### src/rtl/pwm_capture.sv
// pwm_capture: measures period and high time of an asynchronous PWM input in
// clock cycles, strobes each completed measurement with valid, and raises a
// timeout level when no rising edge arrives for TIMEOUT cycles.
module pwm_capture #(
  parameter int WIDTH   = 32,
  parameter int TIMEOUT = 1000000
) (
  input  logic             clock,
  input  logic             reset,
  input  logic             enCapture,
  input  logic             pwm_in,
  output logic [WIDTH-1:0] period,
  output logic [WIDTH-1:0] high_time,
  output logic             valid,
  output logic             timeout
);

  localparam logic [WIDTH-1:0] CNT_ONE   = {{(WIDTH-1){1'b0}}, 1'b1};
  localparam logic [WIDTH-1:0] CNT_MAX   = {WIDTH{1'b1}};
  localparam logic [WIDTH-1:0] TIMEOUT_C = WIDTH'(TIMEOUT);

  typedef enum logic [1:0] {
    IDLE      = 2'd0,
    WAIT_RISE = 2'd1,
    MEASURE   = 2'd2
  } state_t;

  state_t           state, state_nxt;
  logic             s1, s2, s3;
  logic             rise, fall;
  logic [WIDTH-1:0] cnt;
  logic [WIDTH-1:0] hi_lat;
  logic             running;
  logic             meas_done;
  logic             to_hit;

  // Counter increment that sticks at all-ones instead of wrapping, so a
  // very long stall can never alias back onto the timeout threshold.
  function automatic logic [WIDTH-1:0] sat_inc(input logic [WIDTH-1:0] c);
    sat_inc = (c == CNT_MAX) ? c : c + CNT_ONE;
  endfunction

  // Two-flop synchronizer followed by a history flop for edge detection.
  always_ff @(posedge clock or posedge reset) begin
    if (reset) begin
      s1 <= 1'b0;
      s2 <= 1'b0;
      s3 <= 1'b0;
    end else begin
      s1 <= pwm_in;
      s2 <= s1;
      s3 <= s2;
    end
  end

  assign rise    = s2 & ~s3;
  assign fall    = ~s2 & s3;
  assign running = (state != IDLE);

  // A measurement completes on a rise while measuring; a disable in the same
  // cycle suppresses it. The timeout fires only when no rise competes.
  assign meas_done = (state == MEASURE) & enCapture & rise;
  assign to_hit    = running & enCapture & ~rise & (cnt == TIMEOUT_C);

  // State register.
  always_ff @(posedge clock or posedge reset) begin
    if (reset) state <= IDLE;
    else       state <= state_nxt;
  end

  // Next-state logic; disable has priority over edges and timeout.
  always_comb begin
    state_nxt = state;
    case (state)
      IDLE: begin
        if (enCapture) state_nxt = WAIT_RISE;
      end
      WAIT_RISE: begin
        if (!enCapture) state_nxt = IDLE;
        else if (rise)  state_nxt = MEASURE;
      end
      MEASURE: begin
        if (!enCapture)  state_nxt = IDLE;
        else if (to_hit) state_nxt = WAIT_RISE;
      end
      default: state_nxt = IDLE;
    endcase
  end

  // Cycle counter: restarts at 1 on each rise, saturates otherwise, frozen in IDLE.
  always_ff @(posedge clock or posedge reset) begin
    if (reset) begin
      cnt <= '0;
    end else if (running) begin
      cnt <= rise ? CNT_ONE : sat_inc(cnt);
    end
  end

  // Latch the count at the falling edge; it becomes high_time at the next rise.
  always_ff @(posedge clock or posedge reset) begin
    if (reset) begin
      hi_lat <= '0;
    end else if ((state == MEASURE) && enCapture && fall) begin
      hi_lat <= cnt;
    end
  end

  // Publish measurements and maintain the timeout level.
  always_ff @(posedge clock or posedge reset) begin
    if (reset) begin
      period    <= '0;
      high_time <= '0;
      valid     <= 1'b0;
      timeout   <= 1'b0;
    end else begin
      valid <= meas_done;
      if (meas_done) begin
        period    <= cnt;
        high_time <= hi_lat;
        timeout   <= 1'b0;
      end else if (to_hit) begin
        timeout <= 1'b1;
      end
    end
  end

endmodule

### config.mk
export PLATFORM = sky130hd
export DESIGN_NAME = pwm_capture
export DESIGN_NICKNAME = d
export VERILOG_FILES = /design/src/rtl/pwm_capture.sv
export SDC_FILE = /design/constraint.sdc
export NUM_CORES = 1
export LEC_CHECK = 0
export ABC_AREA = 1
export BUFFER_PORTS_ARGS = -buffer_cell sky130_fd_sc_hd__buf_2
export CAP_MARGIN = 5
export CORE_MARGIN = 2
export CORE_UTILIZATION = 40
export DETAILED_ROUTE_END_ITERATION = 8
export PLACE_DENSITY = 0.69
export SETUP_SLACK_MARGIN = 0.3
export SYNTH_ARGS = -nofsm -noshare
export SYNTH_HDL_FRONTEND = slang
export SYNTH_SLANG_ARGS = --single-unit
### constraint.sdc
create_clock -name clock -period 5.3 [get_ports clock]
set_input_delay 0.265 -clock clock [delete_from_list [all_inputs] [get_ports clock]]
set_output_delay 0.265 -clock clock [all_outputs]
set_load 0.01 [all_outputs]
==> results.cfg <==
[worst_setup_path]
r2r-end = period[11]
worstPathMaxFanout = 68
arrival_ps = 3430
r2r_setup_slack_ps = 2130
required_ps = 5560
crit_type = reg2reg
setup.worst_path.end_class = flop
crit_start = s3
startpoint_type = flop
reg2reg_depth = 7
r2r_start = s3

[sta]
slew_viol_final = 0
final-hold-violation-count = 17
slew_headroom = 0.243
period_minus_slack_ps = 3170
hold_ws_ps = -16.6
setup_viol = 0
fmax_ghz = 0.315
fin_setup_tns_ps = 0
finalClockSkew_ps = 10.1
worst_pin_slew_ps = 1130
fin_crit_sh = 0.598
rsz0062_at_grt = false

[route]
viasPerCell = 5.00
antenna_left = 0
vias = 5123
wl_per_cell_um = 14.4
first_iter_violations = 492
drtPass1Iterations = 5
drc = 0
drt-total-wl_um = 14800

[placed_design]
gp_congestion = 0.967
placed_cells = 992
io_buffers = 69
dp_hpwl_um = 10400

[synth]
ys_seq_area_frac = 0.546
synth_area_sq_um = 6190
syn-num-nets = 767
synth.avg_cell_area_sq_um = 8.14
synth_top_area_cell = dfrtp_1
synth-seq-cells = 135
syn_inst = 761
synth.top_cell.area_share = 0.546
ys_types = 26
ys_top_cells_by_area = dfrtp_1 (55%), nand2_1 (18%), o21ai_0 (5.8%)
yosysWarnings = 0

[clock_tree]
path_clk_slew_ps = 60
cts_tree = yes
cts_max_path_buffers = 2
cts_resized = 0
cts_root_buf = clkbuf_16
cts_buffers = 17
h-tree-depth = 4
postCtsSetupBuffers = 0
clock-sinks = 135
clock_latency_ps = 410

[status]
status = complete, but fails checks
violations = negative hold slack

[floorplanning]
ios = 70
coreArea_sq_um = 15100
die_w_um = 128
die_area_sq_um = 16500
rows = 45
die_h_um = 128
initial_core_util = 0.409

[run]
max_cap_viol_count = 0

[global_route]
grt-ovfl-total = 0
grt_pass1_wl_um = 24700
antenna_found_initial = 0
grtUsageTotal = 0.191
grt_pass1_vias = 4911
grt_max_degree = 88

[final_layout]
layoutNonFillerInstCount = 1025
final_nets = 830
drive_above_1_share = 0.168
num_antenna_cells = 0
fin_util = 0.478
areaGrowthSynthToFinish_pct = 16.9

[power_and_ir_drop]
power_mw = 2.49
ir_drop_uv = 201
power_density_nw_per_um2 = 345
leakagePower_nw = 3.55

[hold_path]
hp-class = in2async
-- stage by stage --
| stage | instance area (sq um) | setup WS [ps] | hold slack, ps |
|---|---|---|---|
| after floorplan | 6190 | 1420 | 296 |
| after global routing | 7240 | 1800 | 37.8 |
| final | 7240 | 2130 | -16.6 |
| after CTS | 7240 | 2110 | 16.1 |
| after detailed placement | 6620 | 2150 | 366 |
| after global placement | 6620 | 2200 | 359 |
-- Yosys cell counts --
cell type and instances:
nand2_1 297, dfrtp_1 135, nor2_1 80, o21ai_0 72, nand3_1 45, inv_1 43
clkbuf_1 17, o21ai_2 17, xor2_1 8, nand2_2 7, buf_1 5, buf_12 4
nand4_1 4, nor2_2 4, nor3_1 4, a21oi_1 3, inv_2 3, nor2_4 3
ha_1 2, nand2_4 2, a31oi_1 1, buf_2 1, buf_4 1, nand3_4 1
nand3b_1 1, o21ai_1 1
-- worst max-delay path by stage --
stage / endpoint / cells past startpoint
3_5_place_dp: period[5] / 7
5_1_grt: period[3] / 7
6_report: period[11] / 7
2_1_floorplan: cnt[0] / 1
4_1_cts: period[11] / 7
3_3_place_gp: period[4] / 7
-- power by group --
| group | total, mW | leakage, nW | internal (mW) | switching, mW |
|---|---|---|---|---|
| clock network | 1.20 | 0.301 | 0.746 | 0.458 |
| registers | 1.10 | 1.87 | 1.06 | 0.0371 |
| logic | 0.194 | 1.38 | 0.0514 | 0.142 |
-- critical path: stages (launching register included) --
cell	delay [ps]
dfrtp_1	400
nor2_2	460
inv_2	380
nor2_4	720
inv_2	360
buf_4	420
nand2_1	140
o21ai_0	90
-- logic make-up after synthesis --
| family | Yosys count | synth area share |
|---|---|---|
| adders and majority gates | 2 | 0.00404 |
| AOI/OAI and AO/OA | 94 | 0.0865 |
| buffers and inverters | 74 | 0.0562 |
| DFF | 135 | 0.546 |
| and+or+nand+nor | 448 | 0.296 |
| xor gates and xnor gates | 8 | 0.0113 |
-- routing by layer --
metal  part of all wire  GRT usage  up-vias
met3              0.052     0.0412       28
met1               0.47      0.265     2398
met2               0.46      0.298      160
li1                   -          -     2537
met5                  0          0        -
met4              0.021     0.0672        0
-- timing repair --
action                     in CTS  in global routing
hold endpoints to repair        1                  0
hold buffers                    1                  0
setup endpoints to repair       0                  0
-- sequential cells by signal (all words and copies together) (netlist names) --
signal	cells
cnt	32
hi_lat	32
high_time	32
period	32
state	2
s1	1
s2	1
s3	1
timeout	1
valid	1
-- cell usage in the layout (no fill, tap or decap), types with 2 or more instances in the layout --
cell,synthesis,layout
a21oi_1,3,3
buf_2,1,69
buf_4,1,2
bufinv_16,0,3
clkbuf_16,0,17
clkinv_2,0,4
clkinv_4,0,3
dfrtp_1,135,135
ha_1,2,2
inv_1,43,42
inv_2,3,3
inv_6,0,4
nand2_1,297,297
nand2_2,7,7
nand2_4,2,2
nand3_1,45,44
nand4_1,4,4
nor2_1,80,80
nor2_2,4,4
nor2_4,3,3
nor3_1,4,4
o21ai_0,72,72
o21ai_2,17,17
xor2_1,8,8
-- area by class of cell --
| class | instances | area [sq um] |
|---|---|---|
| clock buffers | 18 | 429 |
| clock inverters | 14 | 174 |
| fillers | 1411 | 7910 |
| inverters | 46 | 178 |
| multi-input cells | 552 | 2470 |
| flip-flops and latches | 135 | 3380 |
| well taps | 188 | 235 |
| repair buffers | 72 | 370 |
Power figures use the tool's default switching activity.
